--- src/rtl/param_chan_pipe.sv ---
// param_chan_pipe: CHANNELS independent WIDTH-bit lanes, each combined with a
// fixed bitwise op (MODE) and carried through a DEPTH-stage valid/ready
// pipeline. Every stage can load whenever it is empty or draining, so the
// pipeline sustains one beat per cycle and keeps filling behind a stall.
// Optional: define PARAM_CHAN_PIPE_PARITY_EN to add out_par, the per-channel
// XOR reduction of out_y, registered together with out_y.
module param_chan_pipe #(
  parameter int WIDTH    = 4,
  parameter int CHANNELS = 4,
  parameter int DEPTH    = 2,
  parameter int MODE     = 0
) (
  input  logic                      clk,
  input  logic                      rst_n,
  input  logic                      in_valid,
  output logic                      in_ready,
  input  logic [CHANNELS*WIDTH-1:0] in_a,
  input  logic [CHANNELS*WIDTH-1:0] in_b,
  output logic                      out_valid,
  input  logic                      out_ready,
  output logic [CHANNELS*WIDTH-1:0] out_y,
  output logic [15:0]               xfer_cnt
`ifdef PARAM_CHAN_PIPE_PARITY_EN
  ,
  output logic [CHANNELS-1:0]       out_par
`endif
);

  localparam int CW = CHANNELS * WIDTH;

  logic [CW-1:0]            op_res;
  logic [DEPTH-1:0]         vld_q, vld_d;
  logic [DEPTH-1:0][CW-1:0] dat_q, dat_d;
  logic [DEPTH-1:0]         ld;
  logic [15:0]              xfer_q, xfer_d;

  // Per-channel op on the input slices; lanes never interact.
  always_comb begin
    op_res = '0;
    for (int k = 0; k < CHANNELS; k++) begin
      case (MODE)
        0:       op_res[k*WIDTH +: WIDTH] = in_a[k*WIDTH +: WIDTH] & in_b[k*WIDTH +: WIDTH];
        1:       op_res[k*WIDTH +: WIDTH] = in_a[k*WIDTH +: WIDTH] | in_b[k*WIDTH +: WIDTH];
        2:       op_res[k*WIDTH +: WIDTH] = in_a[k*WIDTH +: WIDTH] ^ in_b[k*WIDTH +: WIDTH];
        default: op_res[k*WIDTH +: WIDTH] = in_a[k*WIDTH +: WIDTH];
      endcase
    end
  end

  // Load enables ripple back from the output: a stage loads when it is empty
  // or the stage after it (or the consumer) takes its contents this cycle.
  always_comb begin
    logic nxt;
    nxt = out_ready;
    ld  = '0;
    for (int i = DEPTH - 1; i >= 0; i--) begin
      ld[i] = !vld_q[i] || nxt;
      nxt   = ld[i];
    end
  end

  // in_ready depends only on stage state and out_ready, never on in_valid.
  assign in_ready = rst_n && ld[0];

  // Next-state for the stage valids and data.
  always_comb begin
    vld_d = vld_q;
    dat_d = dat_q;
    if (ld[0]) begin
      vld_d[0] = in_valid;
      dat_d[0] = op_res;
    end
    for (int i = 1; i < DEPTH; i++) begin
      if (ld[i]) begin
        vld_d[i] = vld_q[i-1];
        dat_d[i] = dat_q[i-1];
      end
    end
  end

  // Output transfer counter, saturating at all-ones.
  always_comb begin
    xfer_d = xfer_q;
    if (out_valid && out_ready && (xfer_q != 16'hFFFF)) xfer_d = xfer_q + 16'd1;
  end

  // Pipeline and counter registers.
  always_ff @(posedge clk or negedge rst_n) begin
    if (!rst_n) begin
      vld_q  <= '0;
      dat_q  <= '0;
      xfer_q <= '0;
    end else begin
      vld_q  <= vld_d;
      dat_q  <= dat_d;
      xfer_q <= xfer_d;
    end
  end

  assign out_valid = vld_q[DEPTH-1];
  assign out_y     = dat_q[DEPTH-1];
  assign xfer_cnt  = xfer_q;

`ifdef PARAM_CHAN_PIPE_PARITY_EN
  logic [CHANNELS-1:0] par_q, par_d;

  // Parity of whatever the last stage will hold next, so it tracks out_y.
  always_comb begin
    par_d = '0;
    for (int k = 0; k < CHANNELS; k++) par_d[k] = ^dat_d[DEPTH-1][k*WIDTH +: WIDTH];
  end

  // Parity register, updated in lockstep with the last data stage.
  always_ff @(posedge clk or negedge rst_n) begin
    if (!rst_n) par_q <= '0;
    else        par_q <= par_d;
  end

  assign out_par = par_q;
`endif

endmodule

--- config.mk ---
export PLATFORM = sky130hd
export DESIGN_NAME = param_chan_pipe
export DESIGN_NICKNAME = d
export VERILOG_FILES = /design/src/rtl/param_chan_pipe.sv
export SDC_FILE = /design/constraint.sdc
export NUM_CORES = 1
export LEC_CHECK = 0
export CAP_MARGIN = 20
export CELL_PAD_IN_SITES_DETAIL_PLACEMENT = 1
export CELL_PAD_IN_SITES_GLOBAL_PLACEMENT = 1
export CORE_ASPECT_RATIO = 1.75
export CORE_MARGIN = 2
export CORE_UTILIZATION = 38
export CTS_BUF_LIST = sky130_fd_sc_hd__clkbuf_2 sky130_fd_sc_hd__clkbuf_4 sky130_fd_sc_hd__clkbuf_8
export DETAILED_ROUTE_END_ITERATION = 12
export PLACE_DENSITY_LB_ADDON = 0.15
export SETUP_SLACK_MARGIN = 0.3
export SLEW_MARGIN = 5
export SYNTH_ARGS = -nofsm -noshare
export SYNTH_HDL_FRONTEND = slang
export SYNTH_SLANG_ARGS = --single-unit
--- constraint.sdc ---
create_clock -name clk -period 3.9 [get_ports clk]
set_clock_uncertainty 0.1 [all_clocks]
set_input_delay 0.39 -clock clk [delete_from_list [all_inputs] [get_ports clk]]
set_output_delay 0.39 -clock clk [all_outputs]
set_load 0.02 [all_outputs]
# [Yosys cells after proc, flatten, opt, wreduce, memory -nomap -nowiden]
# Index checks and enable logic that the tools add are counted.
[classes] addsub=1 eq_ne=1 bitwise_logic=4 reduce_logical=7
[ops] operator="$add 16x1->16 const B" n=1
[ops] operator="$and 4x4->4" n=4
[ops] operator="$ne 16x16->1 const B" n=1
[ops] operator="$logic_and 1x1->1" n=3
[ops] operator="$logic_not 1->1" n=2
[ops] operator="$logic_or 1x1->1" n=2
[totals] ff_bits=50 inputBits=36

# [Logic depth before layout (Yosys ltp)]
[logic_depth] ltp_word=4 depth_mapped=6 mapped_depth_nobuf=5

# [Worst setup path before layout]
# No wires, ideal clock.
[synth_path] path_type="register -> register" from="register xfer_q[0] (netlist: xfer_cnt[0])" to="register xfer_q[12] (netlist: xfer_cnt[12])" setup_ns=0.125 arrival_ns=1.658 path_slack_ns=2.017 stages_incl_launch_ff=6 n_path_buf=0 path_cell_list="dfrtp_1 > ha_1 > nand4_1 > or2_2 > nor3_1 > mux2_2"
[synth_via] elab_chain_cells=2 word_cells_on_any_way=3 cone_classes="1 x add/sub; 1 x eq/ne; 1 x reduce/logical"
[synth_lines] element="start, declared" line_no="35" rtl="logic [15:0] xfer_q, xfer_d;"
[synth_lines] element="start signal, assigned" line_no="96" rtl="xfer_q <= xfer_d;"
[synth_lines] element="branches (longest 2 deep; another with $add 16x1->16)"
# Several ways; the timed one is not identified.
# A chain may end at the register's enable or synchronous reset.

# [Worst setup path after layout]
[layout_path] from="input port out_ready" to="output port in_ready"
[layout_via] elab_chain_cells=3
[layout_lines] element="start, declared" line_no="20" rtl="input logic out_ready,"
[layout_lines] element="$logic_or 1x1->1 (2 in a row)" line_no="57" rtl="ld[i] = !vld_q[i] || nxt;"
[layout_lines] element="$logic_and 1x1->1" line_no="63" rtl="assign in_ready = rst_n && ld[0];"
[layout_lines] element="end, declared" line_no="16" rtl="output logic in_ready,"
# No other way between the ends.

==> metrics <==
Final Routed Wirelength 5095 microns; overflow left after global routing 0; Yosys reg bits 50; worst path required time 3.41 ns; instance area after placement 2898 sq um; Final Cycle Share 69.73%; nature of the critical path endpoint output port; I/O Buffers 69; final worst slack 1.180 ns; Tightest Pin Transition 0.6438 ns; total of warnings raised by yosys 0; Crit Path Class input port to output port; vias 1778; path category of the worst min-delay check input port to async pin; Setup violations, final 0; Netlist Area Pre-Place 2222 sq um; total power divided by cell area 439.3 nW/um^2; Leak 1.444 nW; maximum frequency from static timing analysis 367.7 MHz; highest fanout seen on the critical path 18; Setup crit start kind input port; most common flop cell mapped by yosys sky130_fd_sc_hd__dfrtp_1; DP Cell Count 359; cell count after synthesis 232; Tot GR Track Use 17.70%; H-tree Lvls 2; number of nets still failing antenna checks after routing 0; layout filler cell count 658; sequential share of the synthesized area 56.31%; Area Growth Syn to Fin 34.68%; Buf+Inv Stages, Crit Path 4; final-report max-slew violation count 0; distinct cell type count of the synthesized netlist 29; # DRC 0; DP Worst Slack 1.177 ns; # nets final 327; initial antenna violation count 0; Post-CTS Setup Repair Bufs 0; # rows 36; effective utilization at floorplan 39.47%; final total negative setup slack 0 ns; hold-fix buffers at CTS 0; highest-count cells in the layout ignoring fill and taps sky130_fd_sc_hd__nand2_1 (89), sky130_fd_sc_hd__clkdlybuf4s50_1 (68), sky130_fd_sc_hd__dfrtp_1 (50), sky130_fd_sc_hd__nand3_1 (19), sky130_fd_sc_hd__xor2_1 (11); sequence of cells on the critical path clkdlybuf4s50_1, nor2b_1, buf_4, nand2_1, buf_4, and2_1, clkdlybuf4s50_1; buffer depth of the longest clock path 2; master of the slowest instance on the critical path sky130_fd_sc_hd__clkdlybuf4s50_1; initial detailed-routing violation count 65; delay of the slowest cell on the worst path 0.59 ns; Arrival @ worst endpoint 2.23 ns; post-CTS resize count 0; Hold Slack 0.1512 ns; number of primary I/O pins 70; number of enable-type register cells in the synthesized netlist 0; FFs w/ async S/R, synth 100.0%; dpl hpwl 3799 microns; detailed-router iteration count before antenna repair 3; cell family with the largest share of critical-path delay buffers and inverters; result of the run completed; number of diodes 0; headroom to the max-slew limit 56.76%; root buf cell sky130_fd_sc_hd__clkbuf_8; number of max-cap violations 0; average size of a mapped cell 9.578 sq um; TritonCTS clock tree done; clock-pin slew on the worst setup and hold paths 0.09 ns; final cell count without fillers 367; mean number of vias per cell 4.845; most frequent standard cell in the layout excluding fill and tap cells sky130_fd_sc_hd__nand2_1; Final GP Congestion 0.8124; Worst IR Drop VDD 200.1 uV; Die Height 105.2 microns; wire length per cell 13.88 microns; Final Hold Fails 0; insertion delay of the later-clocked pin in the worst-skew pair 0.29 ns; total core area 5630 sq um; unrepaired setup endpoints after global routing false; final design instance area without fill 2993 sq um; fraction of final layout cells sized beyond drive strength 1 8.247%; die area 6499 sq um; TritonCTS Sinks 50; maximum number of pins on one net before global-route repair 51; number of global-route vias before repair 1797; Post-Synthesis Net Count 269; wire length of the first global-routing pass 8611 microns; width of the chip 61.81 microns; Min Clock Period, post-route 2.720 ns; CTS Buf Count 5
==> kinds of logic (layout without fill, tap and decap cells) <==
kind of cell / after synthesis / count (layout) / synth area share, %
and+or+nand+nor: 140 / 140 / 29.51
DFF: 50 / 50 / 56.31
buffers and inverters: 25 / 84 / 6.926
xor gates and xnor gates: 14 / 14 / 5.518
muxes: 2 / 2 / 1.182
adders and majority gates: 1 / 1 / 0.5630
==> worst paths after layout <==
check | cells past startpoint | startpoint | end | slack (ns)
max in group asynchronous | 2 | rst_n | dat_q[5]$_DFFE_PN0P_ | 3.12
min in group clk | 2 | dat_q[14]$_DFFE_PN0P_ | dat_q[14]$_DFFE_PN0P_ | 0.37
max | 7 | out_ready | in_ready | 1.18
min | 2 | rst_n | xfer_cnt[0]$_DFFE_PN0P_ | 0.15
min reg2reg | 2 | dat_q[14]$_DFFE_PN0P_ | dat_q[14]$_DFFE_PN0P_ | 0.37
max reg2reg | 5 | xfer_cnt[0]$_DFFE_PN0P_ | xfer_cnt[1]$_DFFE_PN0P_ | 1.86
==> layer usage <==
metal  vias up  GRT usage [%]  wire length, microns
met1       874          20.70                  1982
met4         0          6.991                    98
li1        844              -                     -
met2        54          29.85                  2816
met3         6          4.084                   198
met5         -              0                     0
==> per-stage QoR <==
stage / total power, mW / util, %
floorplan: 0.8429 / -
detailed placement: 1.013 / 51.47
global placement: 0.9995 / 51.27
finish: 1.315 / 53.16
global route: 1.394 / 53.16
CTS: 1.334 / 53.16
==> cell usage after synthesis, drive strengths merged, types with 3 or more instances <==
library cell,instances,area [sq um]
xor2,11,96.34
nor2,5,21.27
dfrtp,50,1251
clkbuf,6,22.52
nand2,89,334.1
nand4,5,37.53
nor4,5,52.55
nand3,20,112.6
nor3,6,30.03
buf,17,123.9
xnor2,3,26.28
==> state kept, by name, summed over array words and instances (netlist names) <==
name	flops
vld_q	2
xfer_cnt	16
out_y	16
dat_q	16
==> final cells by class <==
type | count | area (sq um) | share of cell area, %
Sequential cell | 50 | 1251 | 41.81
Multi-Input combinational cell | 157 | 817.0 | 27.30
Timing Repair Buffer | 74 | 726.9 | 24.29
Tap cell | 76 | 95.09 | 3.177
Clock buffer | 7 | 90.09 | 3.010
Inverter | 2 | 7.507 | 0.2508
Clock inverter | 1 | 5.005 | 0.1672
==> power by group <==
group / switching [mW] / leakage (nW) / total, mW / internal (mW)
logic: 0.166 / 0.748 / 0.341 / 0.176
registers: 0.0683 / 0.645 / 0.654 / 0.586
clock network: 0.169 / 0.0517 / 0.320 / 0.151
total: 0.403 / 1.44 / 1.31 / 0.912
Power figures use the tool's default switching activity.
